$ cat config.mk
export PLATFORM = sky130hd
export DESIGN_NAME = vga_sync_gen
export DESIGN_NICKNAME = d
export VERILOG_FILES = /design/src/rtl/vga_sync_gen.sv
export SDC_FILE = /design/constraint.sdc
export NUM_CORES = 1
export LEC_CHECK = 0
export ABC_CLOCK_PERIOD_IN_PS = 1800
export CORE_MARGIN = 1.5
export CORE_UTILIZATION = 40
export DETAILED_ROUTE_END_ITERATION = 6
export RECOVER_POWER = 50
export SYNTH_ARGS = -nofsm -noshare
export SYNTH_HDL_FRONTEND = slang
export SYNTH_SLANG_ARGS = --single-unit
$ cat constraint.sdc
create_clock -name clk -period 1.8 [get_ports clk]
set_input_delay 0.18 -clock clk [delete_from_list [all_inputs] [get_ports clk]]
set_output_delay 0.18 -clock clk [all_outputs]
set_load 0.03 [all_outputs]
$ cat src/rtl/vga_sync_gen.sv
// VGA raster timing generator: hsync/vsync, visible-area flag and pixel coordinate.
// Define VGA_CLKDIV2_EN when clk runs at twice the pixel rate (raster advances every other clk).
module vga_sync_gen #(
   parameter int   H_VIS  = 640,
   parameter int   H_FP   = 16,
   parameter int   H_SYNC = 96,
   parameter int   H_BP   = 48,
   parameter int   V_VIS  = 480,
   parameter int   V_FP   = 10,
   parameter int   V_SYNC = 2,
   parameter int   V_BP   = 33,
   parameter logic HS_POL = 1'b0,
   parameter logic VS_POL = 1'b0,
   parameter int   CW     = 10
) (
   input  logic          clk,
   input  logic          rst,
   output logic          pix_tick,
   output logic          hsync,
   output logic          vsync,
   output logic          video_on,
   output logic [CW-1:0] px_x,
   output logic [CW-1:0] px_y,
   output logic          line_start,
   output logic          frame_start
);
   localparam int H_TOT = H_VIS + H_FP + H_SYNC + H_BP;
   localparam int V_TOT = V_VIS + V_FP + V_SYNC + V_BP;
   localparam int HS_BEG = H_VIS + H_FP;
   localparam int HS_END = H_VIS + H_FP + H_SYNC;
   localparam int VS_BEG = V_VIS + V_FP;
   localparam int VS_END = V_VIS + V_FP + V_SYNC;

   logic [CW-1:0] h, v, h_nxt, v_nxt;
   logic [31:0]   h32, v32;
   logic          adv;
   logic          hs_act, vs_act, vis;

`ifdef VGA_CLKDIV2_EN
   logic tgl;
   always_ff @(posedge clk) begin
      if (rst) tgl <= 1'b0;
      else     tgl <= ~tgl;
   end
   assign adv = tgl;
`else
   assign adv = 1'b1;
`endif

   // Compare in 32 bits so window ends equal to the total never overflow CW.
   assign h32 = 32'(h);
   assign v32 = 32'(v);

   always_comb begin
      h_nxt = h + 1'b1;
      v_nxt = v;
      if (h32 == 32'(H_TOT - 1)) begin
         h_nxt = '0;
         v_nxt = (v32 == 32'(V_TOT - 1)) ? '0 : v + 1'b1;
      end
      hs_act = (h32 >= 32'(HS_BEG)) && (h32 < 32'(HS_END));
      vs_act = (v32 >= 32'(VS_BEG)) && (v32 < 32'(VS_END));
      vis    = (h32 < 32'(H_VIS)) && (v32 < 32'(V_VIS));
   end

   // Outputs are snapshots of the pre-advance (h,v), so all of them lag the counters by one advance.
   always_ff @(posedge clk) begin
      if (rst) begin
         h           <= '0;
         v           <= '0;
         pix_tick    <= 1'b0;
         hsync       <= ~HS_POL;
         vsync       <= ~VS_POL;
         video_on    <= 1'b0;
         px_x        <= '0;
         px_y        <= '0;
         line_start  <= 1'b0;
         frame_start <= 1'b0;
      end else begin
         pix_tick <= adv;
         if (adv) begin
            h           <= h_nxt;
            v           <= v_nxt;
            hsync       <= hs_act ? HS_POL : ~HS_POL;
            vsync       <= vs_act ? VS_POL : ~VS_POL;
            video_on    <= vis;
            px_x        <= h;
            px_y        <= v;
            line_start  <= (h == '0);
            frame_start <= (h == '0) && (v == '0);
         end
      end
   end
endmodule

Word-level counts from Yosys, hierarchy flattened
Cells that the tools add are included.
{"block": "totals", "ff_bits": 46, "latch_bits": 0, "mem_bits_rw": 0, "mem_bits_ro": 0, "out_inout_bits": 26, "n_memories": 0}
{"block": "op_classes", "addsub": 2, "n_mul": 0, "n_div": 0, "magnitude_cmp": 6, "eq_ne": 2, "n_shift": 0, "mux": 4, "bitwise_logic": 0, "reduce_logical": 7}
{"cell": "adder 10 x 1 -> 10 bit, second input constant", "n": 2}
{"cell": "== test 10 bit, second input constant", "n": 2}
{"cell": "logical NOT 10 bit", "n": 2}
{"cell": "less-than comparator 10 bit, second input constant", "n": 2}
{"cell": "less-than comparator 10 x 9 -> 1 bit, second input constant", "n": 2}
{"cell": "greater-or-equal comparator 10 bit, second input constant", "n": 1}
{"cell": "greater-or-equal comparator 10 x 9 -> 1 bit, second input constant", "n": 1}
{"cell": "2-to-1 mux 10 bit", "n": 1}
{"cell": "logical AND 1 bit", "n": 4}
{"cell": "2-to-1 mux 1 bit", "n": 3}
{"cell": "OR reduction 2 bit", "n": 1}

Logic depth before layout (Yosys ltp)
Gate-level depths: netlist of the first run.
{"block": "depth", "word_depth": 3, "mapped_depth": 7, "mapped_depth_nobuf": 6}

Worst setup path before layout of the first run
No wires, ideal clock.
{"block": "synth_path", "kind": "register to register", "start": "register h[0]", "end": "register v[9]", "arrival_ns": 1.917, "required_ns": 1.734, "slack_ns": -0.183, "stages_incl_launch_ff": 6, "synth_period_minus_slack_ns": 1.983, "cell_sequence": "dfxtp_1 ha_1 nand4_1 or4_4 or3_1 a21oi_2"}
{"block": "synth_between", "elab_chain_len": 1}
{"item": "start, declared", "line_no": "34", "text": "logic [CW-1:0] h, v, h_nxt, v_nxt;"}
{"item": "start signal, assigned", "line_no": "82", "text": "h <= h_nxt;"}
{"item": "== test 10 bit", "line_no": "57", "text": "if (h32 == 32'(H_TOT - 1)) begin"}
{"item": "end signal, assigned", "line_no": "83", "text": "v <= v_nxt;"}
{"item": "end, declared", "line_no": "34"}
No other way between the ends.
A chain may end at the register's enable or synchronous reset.

Final worst setup path of the first run
Same ends and word-level chain as after synthesis.

==> impl_results.html, run 1 <==
<table>
<tr><th>Metric</th><th>Value</th></tr>
<tr><th colspan="2">Clock network</th></tr>
<tr><td>Deepest clock path buffer count</td><td>2</td></tr>
<tr><td>Insertion delay of the later-clocked pin in the worst-skew pair</td><td>0.30 ns</td></tr>
<tr><td># clock sinks</td><td>46</td></tr>
<tr><td>Master cell of the clock root buffer</td><td>clkbuf_8</td></tr>
<tr><td>Cts bufs inserted</td><td>5</td></tr>
<tr><td>Buffers inserted by post-CTS timing repair</td><td>0</td></tr>
<tr><td>CTS tree</td><td>built</td></tr>
<tr><td>Number of H-tree branching levels</td><td>2</td></tr>
<tr><td>Worst-path clk slew</td><td>0.08 ns</td></tr>
<tr><th colspan="2">Power and ir drop</th></tr>
<tr><td>Ratio of total power to cell area</td><td>782 nW/µm²</td></tr>
<tr><td>Peak VDD IR</td><td>0.342 mV</td></tr>
<tr><td>Cell leakage power</td><td>0.833 nW</td></tr>
<tr><td>Total Power Consumption</td><td>1.72 mW</td></tr>
<tr><th colspan="2">STA</th></tr>
<tr><td>Worst hold slack after final layout</td><td>0.467 ns</td></tr>
<tr><td>Relative max-transition margin</td><td>0.555</td></tr>
<tr><td>Post-route minimum period</td><td>1.72 ns</td></tr>
<tr><td>Setup Skew</td><td>0.00826 ns</td></tr>
<tr><td>Least-Margin Pin Slew</td><td>0.668 ns</td></tr>
<tr><td>Final setup vio count</td><td>0</td></tr>
<tr><td>Unrepaired setup endpoints after global routing</td><td>no</td></tr>
<tr><td>Final cycle utilization of the critical path</td><td>0.957</td></tr>
<tr><td>Timing-limited maximum frequency</td><td>0.580 GHz</td></tr>
<tr><td>Fin. max-slew vios</td><td>0</td></tr>
<tr><td>Hold Violations, Final</td><td>0</td></tr>
<tr><td>Aggregate negative setup slack</td><td>0 ns</td></tr>
<tr><th colspan="2">Worst setup path</th></tr>
<tr><td>Reg-to-Reg End</td><td>v[9]$_SDFFE_PP0N_</td></tr>
<tr><td>R2R cell count</td><td>5</td></tr>
<tr><td>Crit Path Class</td><td>reg2reg</td></tr>
<tr><td>Required time at the endpoint of the critical path</td><td>2.04 ns</td></tr>
<tr><td>Startpoint type of the worst setup path</td><td>flop</td></tr>
<tr><td>Arrival time at the worst endpoint</td><td>1.96 ns</td></tr>
<tr><td>Startpoint of the worst-slack reg-to-reg timing path</td><td>h[0]$_SDFF_PP0_</td></tr>
<tr><td>Crit path max fanout</td><td>6</td></tr>
<tr><td>Setup slack on the worst flop-to-flop path</td><td>0.08 ns</td></tr>
<tr><td>Type of destination of the critical path</td><td>flop</td></tr>
<tr><th colspan="2">Layout</th></tr>
<tr><td>Diodes inserted</td><td>0</td></tr>
<tr><td>Post-route insts no fill</td><td>270</td></tr>
<tr><td>Ratio of cells with drive above 1 in the final layout</td><td>0.118</td></tr>
<tr><td>Util after Layout</td><td>0.536</td></tr>
<tr><td>Number of nets in the finished design</td><td>227</td></tr>
<tr><td>Synthesis-to-finish area growth</td><td>25.5%</td></tr>
<tr><th colspan="2">Floorplan</th></tr>
<tr><td>Site Rows</td><td>23</td></tr>
<tr><td>Die outline width</td><td>69.3 µm</td></tr>
<tr><td>Die Span Y</td><td>69.3 µm</td></tr>
<tr><td>Floorplan die area</td><td>4800 µm²</td></tr>
<tr><td>Starting utilization of the core area</td><td>0.427</td></tr>
<tr><td>Count of boundary I/O pins</td><td>28</td></tr>
<tr><td>Placeable Area</td><td>4120 µm²</td></tr>
<tr><th colspan="2">Logic synthesis</th></tr>
<tr><td>Largest cells by area after synthesis</td><td>dfxtp_1 (52%), nor2_1 (6.6%), xnor2_1 (6.0%)</td></tr>
<tr><td>Yosys top cell area share</td><td>0.524</td></tr>
<tr><td>Largest area contributor in the netlist</td><td>dfxtp_1</td></tr>
<tr><td>Most used DFF post-synth</td><td>dfxtp_1</td></tr>
<tr><td>Proportion of register bits with asynchronous set or reset after synthesis</td><td>0</td></tr>
<tr><td>Top-count cell post-synth</td><td>dfxtp_1</td></tr>
<tr><td>Average footprint of a synthesized cell</td><td>9.50 µm²</td></tr>
<tr><td>Share of the yosys chip area belonging to registers</td><td>0.524</td></tr>
<tr><td>Number of cells produced by synthesis</td><td>185</td></tr>
<tr><td>Area of the mapped netlist</td><td>1760 µm²</td></tr>
<tr><td>Number of distinct library cell variants in the gate-level netlist after synthesis</td><td>29</td></tr>
<tr><td>Net count after synthesis</td><td>192</td></tr>
<tr><td>Number of enable flip-flop cells after synthesis</td><td>0</td></tr>
<tr><td>#FFs+latches synth</td><td>46</td></tr>
<tr><td>Yosys warnings</td><td>0</td></tr>
<tr><td>Most frequent cells after synthesis</td><td>dfxtp_1 (46), nor2_1 (31), nor2b_1 (14)</td></tr>
<tr><th colspan="2">GRT</th></tr>
<tr><td>All-Layer GR Usage</td><td>0.159</td></tr>
<tr><td>Gr ovfl total</td><td>0</td></tr>
<tr><td>Vias in the first global route</td><td>1279</td></tr>
<tr><td>Maximum number of pins on one net before global-route repair</td><td>16</td></tr>
<tr><td>Initial antenna violation count</td><td>0</td></tr>
<tr><td>Global-route wire length before repair</td><td>6140 µm</td></tr>
<tr><th colspan="2">Drt</th></tr>
<tr><td>Routed wire per std cell</td><td>13.2 µm</td></tr>
<tr><td>Via density per instance</td><td>5.06</td></tr>
<tr><td>Routed wire length</td><td>3560 µm</td></tr>
<tr><td>Vias after detailed routing</td><td>1366</td></tr>
<tr><td>Antenna violation net count after detailed routing</td><td>0</td></tr>
<tr><td>First-iteration detailed-routing DRC count</td><td>79</td></tr>
<tr><td>Remaining design rule violation count</td><td>0</td></tr>
<tr><td>Number of iterations in the first detailed-routing pass</td><td>4</td></tr>
<tr><th colspan="2">Hold path</th></tr>
<tr><td>Class of the worst hold path</td><td>reg2reg</td></tr>
<tr><td>Worst hold start</td><td>h[0]$_SDFF_PP0_</td></tr>
<tr><td>WHS Endpoint</td><td>h[0]$_SDFF_PP0_</td></tr>
<tr><td>Worst Hold Path Cells</td><td>1</td></tr>
<tr><th colspan="2">Placement</th></tr>
<tr><td>Instance count after placement with tap cells included</td><td>263</td></tr>
<tr><td>Number of buffer cells added on primary ports</td><td>27</td></tr>
<tr><td>Routability cong.</td><td>0.845</td></tr>
<tr><td>HPWL reported at the end of detailed placement</td><td>2620 µm</td></tr>
<tr><th colspan="2">Run status</th></tr>
<tr><td>Status</td><td>finished, final reports clean</td></tr>
<tr><th colspan="2">Run</th></tr>
<tr><td>Max_cap viols</td><td>0</td></tr>
</table>
-- stage by stage --
stage / worst slack, ns / cell area, µm²
3_3_place_gp: 0.0692 / 2140
4_1_cts: 0.0654 / 2220
6_report: 0.0770 / 2210
3_5_place_dp: 0.0900 / 2140
5_1_grt: 0.0211 / 2210
2_1_floorplan: -0.0488 / 1780
-- flip-flops by register name, summed over array words and instances, names as in the netlist --
name,cells
hsync,1
frame_start,1
h,10
v,10
video_on,1
px_x,10
pix_tick,1
line_start,1
vsync,1
px_y,10
-- power by group --
| part | internal [mW] | switching, mW |
|---|---|---|
| combinational | 0.0355 | 0.0575 |
| clock | 0.261 | 0.326 |
| sequential | 1.03 | 0.0112 |
-- cells in the final DEF (no fill, tap or decap), types with 2 or more instances in the layout --
cell	n
nor2_1	31
ha_1	4
xnor2_1	12
or4_1	2
xor2_1	3
nand2_1	3
clkbuf_1	3
dfxtp_4	2
nand3_1	8
clkinv_2	2
clkdlybuf4s50_1	18
clkbuf_8	5
dlygate4sd3_1	9
and4_1	2
inv_1	10
o21ai_0	3
nor3_1	4
nor2b_1	14
nor4_1	9
or3_1	2
dfxtp_1	44
buf_4	11
nand4_1	8
-- area by class of cell --
class,instances,area [µm²]
well taps,50,62.6
multi-input cells,116,734
clock inverters,2,10.0
inverters,10,37.5
repair buffers,41,364
flip-flops and latches,46,928
clock buffers,5,68.8
fillers,364,1910
-- kinds of logic (layout without fill, tap and decap cells) --
| family | after synthesis | after routing | synth area share |
|---|---|---|---|
| simple gates | 89 | 89 | 0.272 |
| flops | 46 | 46 | 0.524 |
| buf+inv | 23 | 58 | 0.0662 |
| xor+xnor | 15 | 15 | 0.0747 |
| compound gates | 6 | 6 | 0.0221 |
| fa+ha+maj | 5 | 5 | 0.0356 |
| mux | 1 | 1 | 0.00569 |
-- how the worst max path moves through the flow --
| stage | startpoint | to | slack [ns] |
|---|---|---|---|
| 4_1_cts | h[1]$_SDFF_PP0_ | v[8]$_SDFFE_PP0N_ | 0.07 |
| 2_1_floorplan | h[1]$_SDFF_PP0_ | v[9]$_SDFFE_PP0N_ | -0.05 |
| 6_report | h[0]$_SDFF_PP0_ | v[9]$_SDFFE_PP0N_ | 0.08 |
| 5_1_grt | h[0]$_SDFF_PP0_ | v[9]$_SDFFE_PP0N_ | 0.02 |
| 3_5_place_dp | h[0]$_SDFF_PP0_ | v[9]$_SDFFE_PP0N_ | 0.09 |
| 3_3_place_gp | h[1]$_SDFF_PP0_ | v[3]$_SDFFE_PP0N_ | 0.07 |
-- critical path, cell delays in order (launching register included) --
cell and delay, ns:
dfxtp_4 0.39, ha_4 0.14, nand4_1 0.12, or4_4 0.57
or3_1 0.34, a21oi_2 0.11
-- per-layer routing --
metal | track usage | wire length, µm | up-vias
li1 | - | - | 683
met1 | 0.205 | 1620 | 635
met2 | 0.249 | 1660 | 43
met3 | 0.0480 | 228 | 5
met4 | 0.0654 | 63 | 0
met5 | 0 | 0 | -
-- repair_timing --
| action | in CTS | in global routing |
|---|---|---|
| endpoints found under the setup margin | 0 | 8 |
| hold buffers | 0 | 0 |
| gates resized for setup | 0 | 1 |
No activity file was read; power rests on OpenSTA's default activity.
==> run 2, diff against run 1 <==
--- a/config.mk
+++ b/config.mk
@@ -7,8 +7,9 @@
 export LEC_CHECK = 0
 export ABC_CLOCK_PERIOD_IN_PS = 1800
 export CORE_MARGIN = 1.5
-export CORE_UTILIZATION = 40
+export CORE_UTILIZATION = 47
 export DETAILED_ROUTE_END_ITERATION = 6
+export PLACE_DENSITY = 0.74
 export RECOVER_POWER = 50
 export SYNTH_ARGS = -nofsm -noshare
 export SYNTH_HDL_FRONTEND = slang
==> run 2 against run 1 <==
Compared with the run above: global-route usage grew 1.2 points; critical endpoint unchanged; largest power group unchanged; die area is 14% lower; wire length is 11% lower; worst hold slack got worse by 0.0011 ns; register-to-register slack is essentially flat.
==> impl_results.html, run 2 (synthesis results as in run 1) <==
<table>
<tr><th>Metric</th><th>Value</th></tr>
<tr><th colspan="2">Worst setup path</th></tr>
<tr><td>Launching instance or port of the critical path</td><td>h[0]$_SDFF_PP0_</td></tr>
<tr><td>Buffering stage count on the worst path with inverters included</td><td>0</td></tr>
<tr><td>Setup slack on the worst flop-to-flop path</td><td>0.07 ns</td></tr>
<tr><td>Type of destination of the critical path</td><td>flop</td></tr>
<tr><td>Maximum single-stage delay on the critical path</td><td>0.56 ns</td></tr>
<tr><td>Startpoint type of the worst setup path</td><td>flop</td></tr>
<tr><td>Cell-by-cell trace of the critical path</td><td>ha_4 &gt; nand4_1 &gt; or4_4 &gt; or3_1 &gt; a21oi_2</td></tr>
<tr><td>Crit path max fanout</td><td>6</td></tr>
<tr><td>Startpoint of the worst-slack reg-to-reg timing path</td><td>h[0]$_SDFF_PP0_</td></tr>
<tr><td>Arrival time at the worst endpoint</td><td>1.96 ns</td></tr>
<tr><td>Crit Path Class</td><td>reg2reg</td></tr>
<tr><td>Reg-to-Reg End</td><td>v[9]$_SDFFE_PP0N_</td></tr>
<tr><td>Slowest cell on crit path</td><td>or4_4</td></tr>
<tr><td>Count of cell instances traversed by the critical path</td><td>5</td></tr>
<tr><td>Largest delay contributor family on the critical path</td><td>simple AND/OR/NAND/NOR gates</td></tr>
<tr><td>R2R cell count</td><td>5</td></tr>
<tr><td>Required time at the endpoint of the critical path</td><td>2.03 ns</td></tr>
<tr><th colspan="2">Floorplan</th></tr>
<tr><td>Die outline width</td><td>64.2 µm</td></tr>
<tr><td>Starting utilization of the core area</td><td>0.484</td></tr>
<tr><td>Placeable Area</td><td>3630 µm²</td></tr>
<tr><td>Die Span Y</td><td>64.2 µm</td></tr>
<tr><td>Site Rows</td><td>22</td></tr>
<tr><td>Floorplan die area</td><td>4120 µm²</td></tr>
<tr><td>Count of boundary I/O pins</td><td>28</td></tr>
<tr><th colspan="2">Clock network</th></tr>
<tr><td># clock sinks</td><td>46</td></tr>
<tr><td>Deepest clock path buffer count</td><td>2</td></tr>
<tr><td>Hold buffers post-CTS</td><td>0</td></tr>
<tr><td>Master cell of the clock root buffer</td><td>clkbuf_8</td></tr>
<tr><td>Number of H-tree branching levels</td><td>2</td></tr>
<tr><td>Buffers inserted by post-CTS timing repair</td><td>0</td></tr>
<tr><td>Cts bufs inserted</td><td>5</td></tr>
<tr><td>Insertion delay of the later-clocked pin in the worst-skew pair</td><td>0.29 ns</td></tr>
<tr><td>CTS tree</td><td>built</td></tr>
<tr><td>Worst-path clk slew</td><td>0.08 ns</td></tr>
<tr><th colspan="2">Hold path</th></tr>
<tr><td>Worst Hold Path Cells</td><td>1</td></tr>
<tr><td>WHS Endpoint</td><td>h[0]$_SDFF_PP0_</td></tr>
<tr><td>Class of the worst hold path</td><td>reg2reg</td></tr>
<tr><td>Worst hold start</td><td>h[0]$_SDFF_PP0_</td></tr>
<tr><th colspan="2">GRT</th></tr>
<tr><td>Maximum number of pins on one net before global-route repair</td><td>14</td></tr>
<tr><td>Vias in the first global route</td><td>1239</td></tr>
<tr><td>All-Layer GR Usage</td><td>0.171</td></tr>
<tr><td>Global-route wire length before repair</td><td>5490 µm</td></tr>
<tr><td>Gr ovfl total</td><td>0</td></tr>
<tr><td>Initial antenna violation count</td><td>0</td></tr>
<tr><th colspan="2">STA</th></tr>
<tr><td>Timing-limited maximum frequency</td><td>0.577 GHz</td></tr>
<tr><td>Fin. max-slew vios</td><td>0</td></tr>
<tr><td>Unrepaired setup endpoints after global routing</td><td>no</td></tr>
<tr><td>Post-route minimum period</td><td>1.73 ns</td></tr>
<tr><td>Relative max-transition margin</td><td>0.601</td></tr>
<tr><td>Setup Skew</td><td>0.00660 ns</td></tr>
<tr><td>Least-Margin Pin Slew</td><td>0.598 ns</td></tr>
<tr><td>Final WS setup</td><td>0.0679 ns</td></tr>
<tr><td>Hold Violations, Final</td><td>0</td></tr>
<tr><td>Aggregate negative setup slack</td><td>0 ns</td></tr>
<tr><td>Final cycle utilization of the critical path</td><td>0.962</td></tr>
<tr><td>Worst hold slack after final layout</td><td>0.465 ns</td></tr>
<tr><td>Final setup vio count</td><td>0</td></tr>
<tr><th colspan="2">Layout</th></tr>
<tr><td>Area of all placed cells without fillers</td><td>2220 µm²</td></tr>
<tr><td>Diodes inserted</td><td>0</td></tr>
<tr><td>Area taken by multi-input logic gates</td><td>734 µm²</td></tr>
<tr><td>Leading cell type in the layout, fill and taps excluded</td><td>dfxtp_1</td></tr>
<tr><td>Total area of sequential cells</td><td>928 µm²</td></tr>
<tr><td>Number of nets in the finished design</td><td>228</td></tr>
<tr><td>Count of fill cells added during filler insertion</td><td>312</td></tr>
<tr><td>Most used cells in the layout excluding fill and tap cells</td><td>dfxtp_1 (44), nor2_1 (31), clkdlybuf4s50_1 (18), nor2b_1 (14)</td></tr>
<tr><td>Ratio of cells with drive above 1 in the final layout</td><td>0.122</td></tr>
<tr><td>Util after Layout</td><td>0.612</td></tr>
<tr><td>Post-route insts no fill</td><td>270</td></tr>
<tr><td>Synthesis-to-finish area growth</td><td>26.5%</td></tr>
<tr><th colspan="2">Placement</th></tr>
<tr><td>Instance count after placement with tap cells included</td><td>262</td></tr>
<tr><td>Number of buffer cells added on primary ports</td><td>27</td></tr>
<tr><td>HPWL reported at the end of detailed placement</td><td>2300 µm</td></tr>
<tr><td>Worst setup slack after placement</td><td>0.0674 ns</td></tr>
<tr><td>Routability cong.</td><td>0.873</td></tr>
<tr><td>Instance area at placement</td><td>2140 µm²</td></tr>
<tr><th colspan="2">Power and ir drop</th></tr>
<tr><td>Part of the power in registers</td><td>0.592</td></tr>
<tr><td>Net switching fraction of the power</td><td>0.217</td></tr>
<tr><td>Clock Power Share</td><td>0.355</td></tr>
<tr><td>Total Power Consumption</td><td>1.76 mW</td></tr>
<tr><td>Net switching power</td><td>0.383 mW</td></tr>
<tr><td>Share of total power in combinational logic</td><td>0.053</td></tr>
<tr><td>Internal power contribution</td><td>1.38 mW</td></tr>
<tr><td>Cell leakage power</td><td>0.844 nW</td></tr>
<tr><td>Peak VDD IR</td><td>0.408 mV</td></tr>
<tr><td>Ratio of total power to cell area</td><td>793 nW/µm²</td></tr>
<tr><th colspan="2">Run</th></tr>
<tr><td>Max_cap viols</td><td>0</td></tr>
<tr><th colspan="2">Drt</th></tr>
<tr><td>Antenna violation net count after detailed routing</td><td>0</td></tr>
<tr><td>Routed wire per std cell</td><td>11.7 µm</td></tr>
<tr><td>Vias after detailed routing</td><td>1332</td></tr>
<tr><td>Remaining design rule violation count</td><td>0</td></tr>
<tr><td>Number of iterations in the first detailed-routing pass</td><td>4</td></tr>
<tr><td>Routed wire length</td><td>3170 µm</td></tr>
<tr><td>First-iteration detailed-routing DRC count</td><td>28</td></tr>
<tr><td>Via density per instance</td><td>4.93</td></tr>
<tr><th colspan="2">Run status</th></tr>
<tr><td>Status</td><td>finished, final reports clean</td></tr>
</table>
[run 2: how the worst max path moves through the flow]
| stage | to |
|---|---|
| CTS | v[3]$_SDFFE_PP0N_ |
| detailed placement | v[2]$_SDFFE_PP0N_ |
| finish | v[9]$_SDFFE_PP0N_ |
| global route | v[9]$_SDFFE_PP0N_ |
| floorplan | v[9]$_SDFFE_PP0N_ |
| global placement | v[2]$_SDFFE_PP0N_ |
[run 2: layer usage]
| layer | GRT usage | part of all wire |
|---|---|---|
| met3 | 0.0475 | 0.039 |
| met2 | 0.268 | 0.46 |
| met4 | 0.0638 | 0.017 |
| met1 | 0.226 | 0.48 |
| met5 | 0 | 0 |
[run 2: layout make-up]
class	count	area share
clock buffer	7	0.0388
clock inverter	1	0.00225
inverter	10	0.0169
multi-input combinational	116	0.330
sequential	46	0.418
tap	48	0.0270
timing repair buffer	42	0.167
[run 2: timing repair]
action / CTS / global route
resized for setup: 0 / 1
endpoints found under the hold margin: 0 / 0
endpoints found under the setup margin: 0 / 9
[run 2: worst register-to-register path, stage by stage (launching register included)]
cell	delay [ns]
dfxtp_4	0.38
ha_4	0.14
nand4_1	0.14
or4_4	0.56
or3_1	0.33
a21oi_2	0.11
[run 2: power groups by stage]
stage / clock, mW / sequential, mW / combinational, mW
after floorplan: 0 / 1.09 / 0.0401
after global placement: 0 / 1.07 / 0.0940
after detailed placement: 0 / 1.07 / 0.0964
after CTS: 0.646 / 1.04 / 0.0971
after global routing: 0.691 / 1.05 / 0.103
final: 0.625 / 1.04 / 0.0940
